## src/rtl/multicore_pkg.sv

```systemverilog
// Shared types for the branch unit: branch function encodings, the
// resolved-branch result record and a legality helper.
package multicore_pkg;

    localparam int DATA_SIZE = 32;

    // Sequential next PC is always the branch PC plus one 32-bit instruction.
    localparam int PC_STEP = 4;

    // Branch function field; 3'b010 and 3'b011 are reserved encodings.
    typedef enum logic [2:0] {
        BR_BEQ  = 3'b000,
        BR_BNE  = 3'b001,
        BR_BLT  = 3'b100,
        BR_BGE  = 3'b101,
        BR_BLTU = 3'b110,
        BR_BGEU = 3'b111
    } t_brop;

    // One resolved branch as held in the output stage.
    typedef struct packed {
        logic                 taken;
        logic [DATA_SIZE-1:0] next_pc;
        logic                 mispredict;
        logic                 illegal;
    } t_br_result;

    // True for every encoding that names a real branch function.
    function automatic logic brop_is_legal(input logic [2:0] funct);
        return (funct != 3'b010) && (funct != 3'b011);
    endfunction

endpackage

```

## src/rtl/branch_cond_eval.sv

```systemverilog
// Combinational branch evaluation: direction, next PC and mispredict flag
// for one request. WIDTH must not exceed DATA_SIZE (the result record is
// DATA_SIZE wide and the PC is zero-extended into it).
module branch_cond_eval
    import multicore_pkg::*;
#(
    parameter int WIDTH = DATA_SIZE
) (
    input  t_brop            i_funct,
    input  logic [WIDTH-1:0] i_r1,
    input  logic [WIDTH-1:0] i_r2,
    input  logic [WIDTH-1:0] i_pc,
    input  logic [WIDTH-1:0] i_imm,
    input  logic             i_pred_taken,
    input  logic [WIDTH-1:0] i_pred_target,
    output t_br_result       o_result
);

    logic             legal;
    logic             eq;
    logic             lt_s;
    logic             lt_u;
    logic             taken;
    logic [WIDTH-1:0] target;
    logic [WIDTH-1:0] seq_pc;
    logic [WIDTH-1:0] next_pc;

    // Evaluate the condition; reserved encodings resolve as not taken and
    // never report a mispredict. PC arithmetic wraps modulo 2^WIDTH.
    always_comb begin
        legal   = brop_is_legal(i_funct);
        eq      = (i_r1 == i_r2);
        lt_s    = ($signed(i_r1) < $signed(i_r2));
        lt_u    = (i_r1 < i_r2);
        taken   = 1'b0;
        case (i_funct)
            BR_BEQ:  taken = eq;
            BR_BNE:  taken = !eq;
            BR_BLT:  taken = lt_s;
            BR_BGE:  taken = !lt_s;
            BR_BLTU: taken = lt_u;
            BR_BGEU: taken = !lt_u;
            default: taken = 1'b0;
        endcase
        target  = i_pc + i_imm;
        seq_pc  = i_pc + WIDTH'(PC_STEP);
        next_pc = taken ? target : seq_pc;

        o_result            = '0;
        o_result.taken      = taken;
        o_result.next_pc    = DATA_SIZE'(next_pc);
        o_result.illegal    = !legal;
        o_result.mispredict = legal &&
                              ((taken != i_pred_taken) ||
                               (taken && (target != i_pred_target)));
    end

endmodule

```

## src/rtl/branch_resolve.sv

```systemverilog
// Two-stage branch resolution pipe. S1 registers the request operands,
// branch_cond_eval resolves them, S2 registers the result. Statistics
// counters advance only when a result leaves S2.
//
// Handshake: an input request transfers on a cycle where i_valid && o_ready;
// a result transfers on a cycle where o_valid && i_ready. A stage advances
// when it is empty or its downstream stage advances, so the pipe sustains
// one transfer per cycle. o_ready is low during reset and during flush.
module branch_resolve
    import multicore_pkg::*;
#(
    parameter int WIDTH = DATA_SIZE,
    parameter int CNT_W = 16
) (
    input  logic             i_clk,
    input  logic             i_rst,
    input  logic             i_valid,
    output logic             o_ready,
    input  t_brop            i_funct,
    input  logic [WIDTH-1:0] i_r1,
    input  logic [WIDTH-1:0] i_r2,
    input  logic [WIDTH-1:0] i_pc,
    input  logic [WIDTH-1:0] i_imm,
    input  logic             i_pred_taken,
    input  logic [WIDTH-1:0] i_pred_target,
    input  logic             i_flush,
    output logic             o_valid,
    input  logic             i_ready,
    output logic             o_taken,
    output logic [WIDTH-1:0] o_next_pc,
    output logic             o_mispredict,
    output logic             o_illegal,
    output logic [CNT_W-1:0] o_br_count,
    output logic [CNT_W-1:0] o_mp_count
);

    // S1: operand register
    logic             s1_valid_q, s1_valid_d;
    t_brop            s1_funct_q, s1_funct_d;
    logic [WIDTH-1:0] s1_r1_q, s1_r1_d;
    logic [WIDTH-1:0] s1_r2_q, s1_r2_d;
    logic [WIDTH-1:0] s1_pc_q, s1_pc_d;
    logic [WIDTH-1:0] s1_imm_q, s1_imm_d;
    logic             s1_pred_taken_q, s1_pred_taken_d;
    logic [WIDTH-1:0] s1_pred_target_q, s1_pred_target_d;

    // S2: result register
    logic             s2_valid_q, s2_valid_d;
    t_br_result       s2_res_q, s2_res_d;

    // Statistics
    logic [CNT_W-1:0] br_count_q, br_count_d;
    logic [CNT_W-1:0] mp_count_q, mp_count_d;

    // Pipe control
    logic             s1_adv;
    logic             s2_adv;
    logic             accept;
    logic             out_hs;
    t_br_result       eval_res;

    branch_cond_eval #(
        .WIDTH (WIDTH)
    ) u_cond_eval (
        .i_funct       (s1_funct_q),
        .i_r1          (s1_r1_q),
        .i_r2          (s1_r2_q),
        .i_pc          (s1_pc_q),
        .i_imm         (s1_imm_q),
        .i_pred_taken  (s1_pred_taken_q),
        .i_pred_target (s1_pred_target_q),
        .o_result      (eval_res)
    );

    // Stage advance, handshakes, next-state of both stages and the counters.
    always_comb begin
        s2_adv  = !s2_valid_q || i_ready;
        s1_adv  = !s1_valid_q || s2_adv;
        o_ready = !i_rst && !i_flush && s1_adv;
        accept  = i_valid && o_ready;
        out_hs  = s2_valid_q && i_ready;

        s1_valid_d       = s1_valid_q;
        s1_funct_d       = s1_funct_q;
        s1_r1_d          = s1_r1_q;
        s1_r2_d          = s1_r2_q;
        s1_pc_d          = s1_pc_q;
        s1_imm_d         = s1_imm_q;
        s1_pred_taken_d  = s1_pred_taken_q;
        s1_pred_target_d = s1_pred_target_q;
        s2_valid_d       = s2_valid_q;
        s2_res_d         = s2_res_q;
        br_count_d       = br_count_q;
        mp_count_d       = mp_count_q;

        if (i_flush) begin
            s1_valid_d = 1'b0;
        end else if (s1_adv) begin
            s1_valid_d = accept;
        end
        if (accept) begin
            s1_funct_d       = i_funct;
            s1_r1_d          = i_r1;
            s1_r2_d          = i_r2;
            s1_pc_d          = i_pc;
            s1_imm_d         = i_imm;
            s1_pred_taken_d  = i_pred_taken;
            s1_pred_target_d = i_pred_target;
        end

        if (i_flush) begin
            s2_valid_d = 1'b0;
        end else if (s2_adv) begin
            s2_valid_d = s1_valid_q;
        end
        // The result register only changes when S2 takes a new entry, which
        // keeps every output steady while the consumer stalls.
        if (!i_flush && s2_adv && s1_valid_q) begin
            s2_res_d = eval_res;
        end

        // A handshake in a flush cycle still counts; flushed entries never do.
        if (out_hs) begin
            if (!s2_res_q.illegal && (br_count_q != {CNT_W{1'b1}})) begin
                br_count_d = br_count_q + 1'b1;
            end
            if (s2_res_q.mispredict && (mp_count_q != {CNT_W{1'b1}})) begin
                mp_count_d = mp_count_q + 1'b1;
            end
        end
    end

    // State registers; reset wins over flush and any handshake.
    always_ff @(posedge i_clk) begin
        if (i_rst) begin
            s1_valid_q       <= 1'b0;
            s1_funct_q       <= BR_BEQ;
            s1_r1_q          <= '0;
            s1_r2_q          <= '0;
            s1_pc_q          <= '0;
            s1_imm_q         <= '0;
            s1_pred_taken_q  <= 1'b0;
            s1_pred_target_q <= '0;
            s2_valid_q       <= 1'b0;
            s2_res_q         <= '0;
            br_count_q       <= '0;
            mp_count_q       <= '0;
        end else begin
            s1_valid_q       <= s1_valid_d;
            s1_funct_q       <= s1_funct_d;
            s1_r1_q          <= s1_r1_d;
            s1_r2_q          <= s1_r2_d;
            s1_pc_q          <= s1_pc_d;
            s1_imm_q         <= s1_imm_d;
            s1_pred_taken_q  <= s1_pred_taken_d;
            s1_pred_target_q <= s1_pred_target_d;
            s2_valid_q       <= s2_valid_d;
            s2_res_q         <= s2_res_d;
            br_count_q       <= br_count_d;
            mp_count_q       <= mp_count_d;
        end
    end

    // Output view of S2 and the counters.
    always_comb begin
        o_valid      = s2_valid_q;
        o_taken      = s2_res_q.taken;
        o_next_pc    = s2_res_q.next_pc[WIDTH-1:0];
        o_mispredict = s2_res_q.mispredict;
        o_illegal    = s2_res_q.illegal;
        o_br_count   = br_count_q;
        o_mp_count   = mp_count_q;
    end

endmodule

```

## config.mk

```make
export PLATFORM = sky130hd
export DESIGN_NAME = branch_resolve
export DESIGN_NICKNAME = d
export VERILOG_FILES = /design/src/rtl/multicore_pkg.sv /design/src/rtl/branch_cond_eval.sv /design/src/rtl/branch_resolve.sv
export SDC_FILE = /design/constraint.sdc
export NUM_CORES = 1
export LEC_CHECK = 0
export ABC_AREA = 1
export CAP_MARGIN = 0
export CORE_ASPECT_RATIO = 1.2
export CORE_UTILIZATION = 49
export DETAILED_ROUTE_END_ITERATION = 10
export PLACE_DENSITY_LB_ADDON = 0.12
export SLEW_MARGIN = 20
export SYNTH_ARGS = -nofsm -noshare
export SYNTH_HDL_FRONTEND = slang
export SYNTH_SLANG_ARGS = --single-unit
export TNS_END_PERCENT = 20
```

## constraint.sdc

```tcl
create_clock -name i_clk -period 2.5 [get_ports i_clk]
set_clock_uncertainty 0.1 [all_clocks]
set_input_delay 0.5 -clock i_clk [delete_from_list [all_inputs] [get_ports i_clk]]
set_output_delay 0.5 -clock i_clk [all_outputs]
set_load 0.005 [all_outputs]
```

# Word level (Yosys, flattened, before mapping)
# Cells that the tools add are included.
totals:
  ff_bits: 233
  latchBits: 0
  mem_bits_rw: 0
  rom_bits: 0
  elab_cells: 62
  n_memories: 0
op_classes:
  n_addsub: 4
  multipliers: 0
  n_div: 0
  order_cmp: 2
  n_eq_ne: 12
  shift: 0
  muxes: 2
  n_bitwise: 0
  reduce_logical: 27
op_table:
  columns: ["op", "count"]
  rows:
  - ["less-than comparator 32 bit", 2]
  - ["adder 16 x 1 -> 16 bit, second input constant", 2]
  - ["adder 32 x 3 -> 32 bit, second input constant", 1]
  - ["adder 32 bit", 1]
  - ["equality test 32 bit", 1]
  - ["two-way mux 32 bit", 1]
  - ["!= test 16 bit, second input constant", 2]
  - ["!= test 32 bit", 1]
  - ["equality test 3 bit, second input constant", 4]
  - ["logical AND 1 bit", 11]
  - ["logical NOT 1 bit", 9]
  - ["!= test 3 x 2 -> 1 bit, second input constant", 2]
  - ["case mux 1 bit (6 select lines)", 1]
  - ["AND reduction 2 bit", 2]
  - ["equality test 3 x 1 -> 1 bit, second input constant", 1]
  - ["logical NOT 3 bit", 1]
  - ["logical OR 1 bit", 3]
  - ["OR reduction 2 bit", 1]
  - ["!= test 1 bit", 1]

# Longest topological paths before layout
logic_depth:
  depth_word: 6
  ltp_mapped: 22
  mapped_depth_nobuf: 21

# Cells and area by module
# From an unflattened synthesis, not the netlist that was laid out.
unflattened:
  hier_cells: 2231
  area_unflattened_um2: 14298.7
modules_own_cells:
  columns: ["mod", "instances", "cells_each", "area_per_inst_um2"]
  rows:
  - ["branch_resolve", 1, 1225, 9138.8]
  - ["branch_cond_eval", 1, 1006, 5159.9]

# Worst setup path before layout
# No wires, ideal clock.
synth_timing:
  kind: "reg-to-reg"
  startpoint: "reg s1_pc_q[0]"
  endpoint: "reg s2_res_q (netlist bit o_mispredict)"
  setup_ps: 132
  t_arrival_ps: 2144
  required_time_ps: 2268
  path_slack_ps: 124
  stages_incl_launch_ff: 19
  path_cell_list: "dfxtp_1 ha_1 fa_1 nand2_1 nand2_1 nand3_1 nand2_1 nand2_1 nand2_1 nand2_1 nand3_1 nand3_1 nand2_1 nor2_1 nand2_1 nor2_1 nand3_1 nand2_1 a21oi_1"
synth_via:
  elab_chain_len: 5
synth_rtl:
  columns: ["element", "line_no", "text"]
  rows:
  - ["from (decl)", "branch_resolve.sv:42", "logic [WIDTH-1:0] s1_pc_q, s1_pc_d;"]
  - ["from (signal assigned)", "branch_resolve.sv:153", "s1_pc_q <= s1_pc_d;"]
  - ["adder 32 bit", "branch_cond_eval.sv:45", "target = i_pc + i_imm;"]
  - ["!= test 32 bit", "branch_cond_eval.sv:55", "(taken && (target != i_pred_target)));"]
  - ["logical AND 1 bit", "branch_cond_eval.sv:55", null]
  - ["logical OR 1 bit", "branch_cond_eval.sv:54", "((taken != i_pred_taken) ||"]
  - ["logical AND 1 bit", "branch_cond_eval.sv:53", "o_result.mispredict = legal &&"]
  - ["to (signal assigned)", "branch_resolve.sv:158", "s2_res_q <= s2_res_d;"]
  - ["to (decl)", "branch_resolve.sv:49", "t_br_result s2_res_q, s2_res_d;"]
# Every way passes these cells.
# A chain may end at the register's enable or synchronous reset.

# Worst setup path in the final report
layout_timing:
  startpoint: "reg s1_r2_q[30]"
  endpoint: "reg s2_res_q (netlist bit o_next_pc[12])"
layout_via:
  elab_chain_len: 4
layout_rtl:
  columns: ["element", "line_no", "text"]
  rows:
  - ["from (decl)", "branch_resolve.sv:41", "logic [WIDTH-1:0] s1_r2_q, s1_r2_d;"]
  - ["from (signal assigned)", "branch_resolve.sv:152", "s1_r2_q <= s1_r2_d;"]
  - ["less-than comparator 32 bit, or another cell as far along", "branch_cond_eval.sv:34", "lt_u = (i_r1 < i_r2);"]
  - ["logical NOT 1 bit (on tied branches)", "branch_cond_eval.sv:42, branch_cond_eval.sv:38, branch_cond_eval.sv:40", null]
  - ["case mux 1 bit (6 select lines) (*)", "branch_cond_eval.sv:36", "case (i_funct)"]
  - ["two-way mux 32 bit (*)", "branch_cond_eval.sv:47", "next_pc = taken ? target : seq_pc;"]
# Every way passes the cells marked *; elsewhere a longest branch is shown, timed or not.

==> results.md <==
- DR WL/cell: 16.78 um
- Worst setup EP type: flip-flop
- Clock tree sinks: 233
- Synth Instances: between 2,000 and 2,500
- Hold WC Path Type: in2reg
- Leakage: 8.555 nW
- CTS hold repair buffers: 0
- Total GRT Usage: 0.3350
- # H-tree levels: 1
- Worst rel slew slack: 0.5967
- I/O pins: 238
- Setup WS pre-CTS: -322.6 ps
- Worst-path fanout max: 6
- Routability Congestion: 0.9990
- DRT iter0 DRCs: 1,040
- Worst skew pair latency: ~550 ps
- Peak supply drop: 0.5842 mV
- Final Hold Fails: 0
- Syn_area_per_cell: roughly 6.5 um^2
- Min Tclk post-route: 2685 ps
- Clock Root Buffer: clkbuf_16
- Row count: 66
- Largest net degree at the start of global routing: ~120
- Min setup slack post-route: -185.3 ps
- Most common cell after layout, fill and taps aside: nand2_1
- Antenna Nets Post-Route: 0
- Critical Path Source Type: flip-flop
- Buffer depth of the longest clock path: 3
- Clock-pin slew on the worst setup and hold paths: 60 ps
- Post-Syn Nets: between 2,000 and 2,500
- Diodes inserted: 0
- WP data required: 2800 ps
- Reg2Reg Capture Point: o_next_pc[12]
- Number of synthesized flops with an enable pin: 0
- HPWL Detailed: 35,100 um
- Initial antenna violation count: 2
- Worst r2r src: s1_r2_q[30]
- First-pass GRT wire length: around 75,000 um
- RSZ-0062 raised after global routing: true
- Hold depth: 4
- Initial core utilization: 0.4976
- Worst reg2reg setup slack: -190 ps
- Cts bufs inserted: 27
- Main flop type after synthesis: dfxtp_1
- Vias in the first global route: between 10,000 and 15,000
- Nets: 2,718
- Final TNS setup: -2265 ps
- Fillers: around 2,200
- Power per cell area: 534.4 nW/um^2
- Most frequent cells in the layout: nand2_1 (502), inv_1 (283), clkdlybuf4s50_1 (235), a21oi_1 (224), dfxtp_1 (222)
- FFs w/ async S/R, synth: 0
- Final setup viols: 30
- R2R depth: 17
- Chip width: 153.2 um
- Setup CP Type: reg2reg
- Core Area: 27,000 um^2
- Syn-to-layout area delta: 44.88%
- Hold path start: i_rst
- Final wirelength: 47,660 um
- Max_cap viols: 0
- Port bufs: 237
- Worst Hold Endpoint: s1_valid_q
- Failing checks: negative setup slack
- Fin. max-slew vios: 0
- DR vias/cell: 5.370
- Synth cell types: 42
- Outcome: finished, violations left
- Total global routing overflow: 0
- Fraction of layout cells with a size suffix above 1: 0.1715
- DRC viols: 0
- Total number of vias: roughly 15,000
- Cell area after synthesis: about 13,000 um^2
- Worst Path Arrival: about 3000 ps
- TritonCTS clock tree: built
- Die area: roughly 28,000 um^2
- Tightest Pin Transition: 605.0 ps
- First-pass DRT Iterations: 5
- F_max: 372.4 MHz
- Synth Register Bits: 233
- Die Ht: roughly 180 um
- Register area share after synthesis: 0.3471
- Period utilisation layout: 1.074
- YS warnings: 0
## critical path: stages, from the launching register on
cell and delay (ps):
dfxtp_1 300, inv_1 60, ha_1 290, nand2_2 80, nor2_4 140, nand4_4 130
nor3b_4 250, nand2_4 100, nand2_4 100, nand2_2 60, o21ai_2 50, nand2_2 100
nor2_8 160, buf_12 150, buf_12 120, nand3_2 60, o211ai_1 180, a21oi_1 120
## synth_stat cells, drive strengths merged, types with 2 or more instances
master / n / area [um^2]
o21a: 3 / 22.52
inv: 293 / 1102
o21bai: 4 / 30.03
a31oi: 7 / 43.79
clkinv: 2 / 7.510
buf: 12 / 73.82
ha: 66 / 825.8
nand3: 229 / 1171
a21oi: 235 / 1176
a211oi: 4 / 30.03
nor2: 130 / 514.2
o211ai: 17 / 127.6
nor3b: 7 / 57.55
o21ai: 128 / 640.6
nand2: 539 / 2028
nand4: 21 / 137.6
dfxtp: 233 / 4664
xnor3: 3 / 67.56
nor3: 30 / 170.2
nor4: 3 / 18.77
xor2: 21 / 183.9
clkbuf: 69 / 259.0
xnor2: 2 / 17.52
## power by group
part | total [W] | internal [W] | switching [W]
registers | 0.00393 | 0.00384 | 0.0000923
clock network | 0.00430 | 0.00263 | 0.00166
logic | 0.00218 | 0.00106 | 0.00111
total | 0.0104 | 0.00754 | 0.00287
## worst max-delay path by stage
stage | from | end | cells past startpoint
finish | s1_r2_q[30] | o_next_pc[12] | 17
global route | s1_pc_q[6] | o_mispredict | 17
CTS | s1_r2_q[13] | o_next_pc[11] | 17
detailed placement | s1_pc_q[0] | o_mispredict | 18
global placement | s1_pc_q[0] | o_mispredict | 18
floorplan | s1_pc_q[0] | o_mispredict | 18
## sequential cells by signal, summed over array words and instances, names as in the netlist, 3 cells and up
name,flops
o_br_count,16
o_mp_count,16
o_next_pc,32
s1_funct_q,3
s1_imm_q,32
s1_pc_q,32
s1_pred_target_q,32
s1_r1_q,32
s1_r2_q,32
## stage by stage
stage | power [W] | util | instance area, um^2 | std cells | hold WS (ps)
6_report | 0.01040 | 0.7209 | 19470 | 2841 | 169.9
5_1_grt | 0.01075 | 0.7209 | 19470 | 2841 | 196.4
4_1_cts | 0.01031 | 0.7077 | 19110 | 2838 | 154.3
3_5_place_dp | 0.005718 | 0.6540 | 17660 | 2776 | 352.5
3_3_place_gp | 0.005696 | 0.6540 | 17660 | 2776 | 345.3
2_1_floorplan | 0.004872 | - | 13440 | 2065 | 331.0
## per-layer routing
layer / wire length [um] / vias to the layer above / GRT usage
met3: 3466 / 141 / 0.05458
met5: 11 / - / 0
met4: 2367 / 2 / 0.1644
met2: 22370 / 551 / 0.5728
met1: 19440 / 7014 / 0.4085
li1: - / 7549 / -
## cells by family (layout without fill, tap and decap cells)
kind of cell,after synthesis,after routing,share of synthesized area
AO/OA/AOI/OAI,401,401,0.1561
XOR/XNOR,26,26,0.02002
AND/OR/NAND/NOR,962,962,0.3065
flip-flops,233,233,0.3471
adder cells (fa/ha/maj),67,67,0.06295
buffers and inverters,376,812,0.1074
## repair_timing
item	4_1_cts	5_1_grt
resized for setup	64	97
buffers inserted	10	4
cloned	4	1
endpoints found under the setup margin	35	35
pin swaps	28	45
## area by class of cell
class	count	area, um^2	area share
multi-input cells	1456	7926	0.4072
flip-flops and latches	233	4678	0.2403
repair buffers	469	4363	0.2241
inverters	295	1117	0.05739
clock buffers	34	752.0	0.03863
well taps	340	425.4	0.02185
clock inverters	14	205.2	0.01054
(Power assumes the default switching activity.)
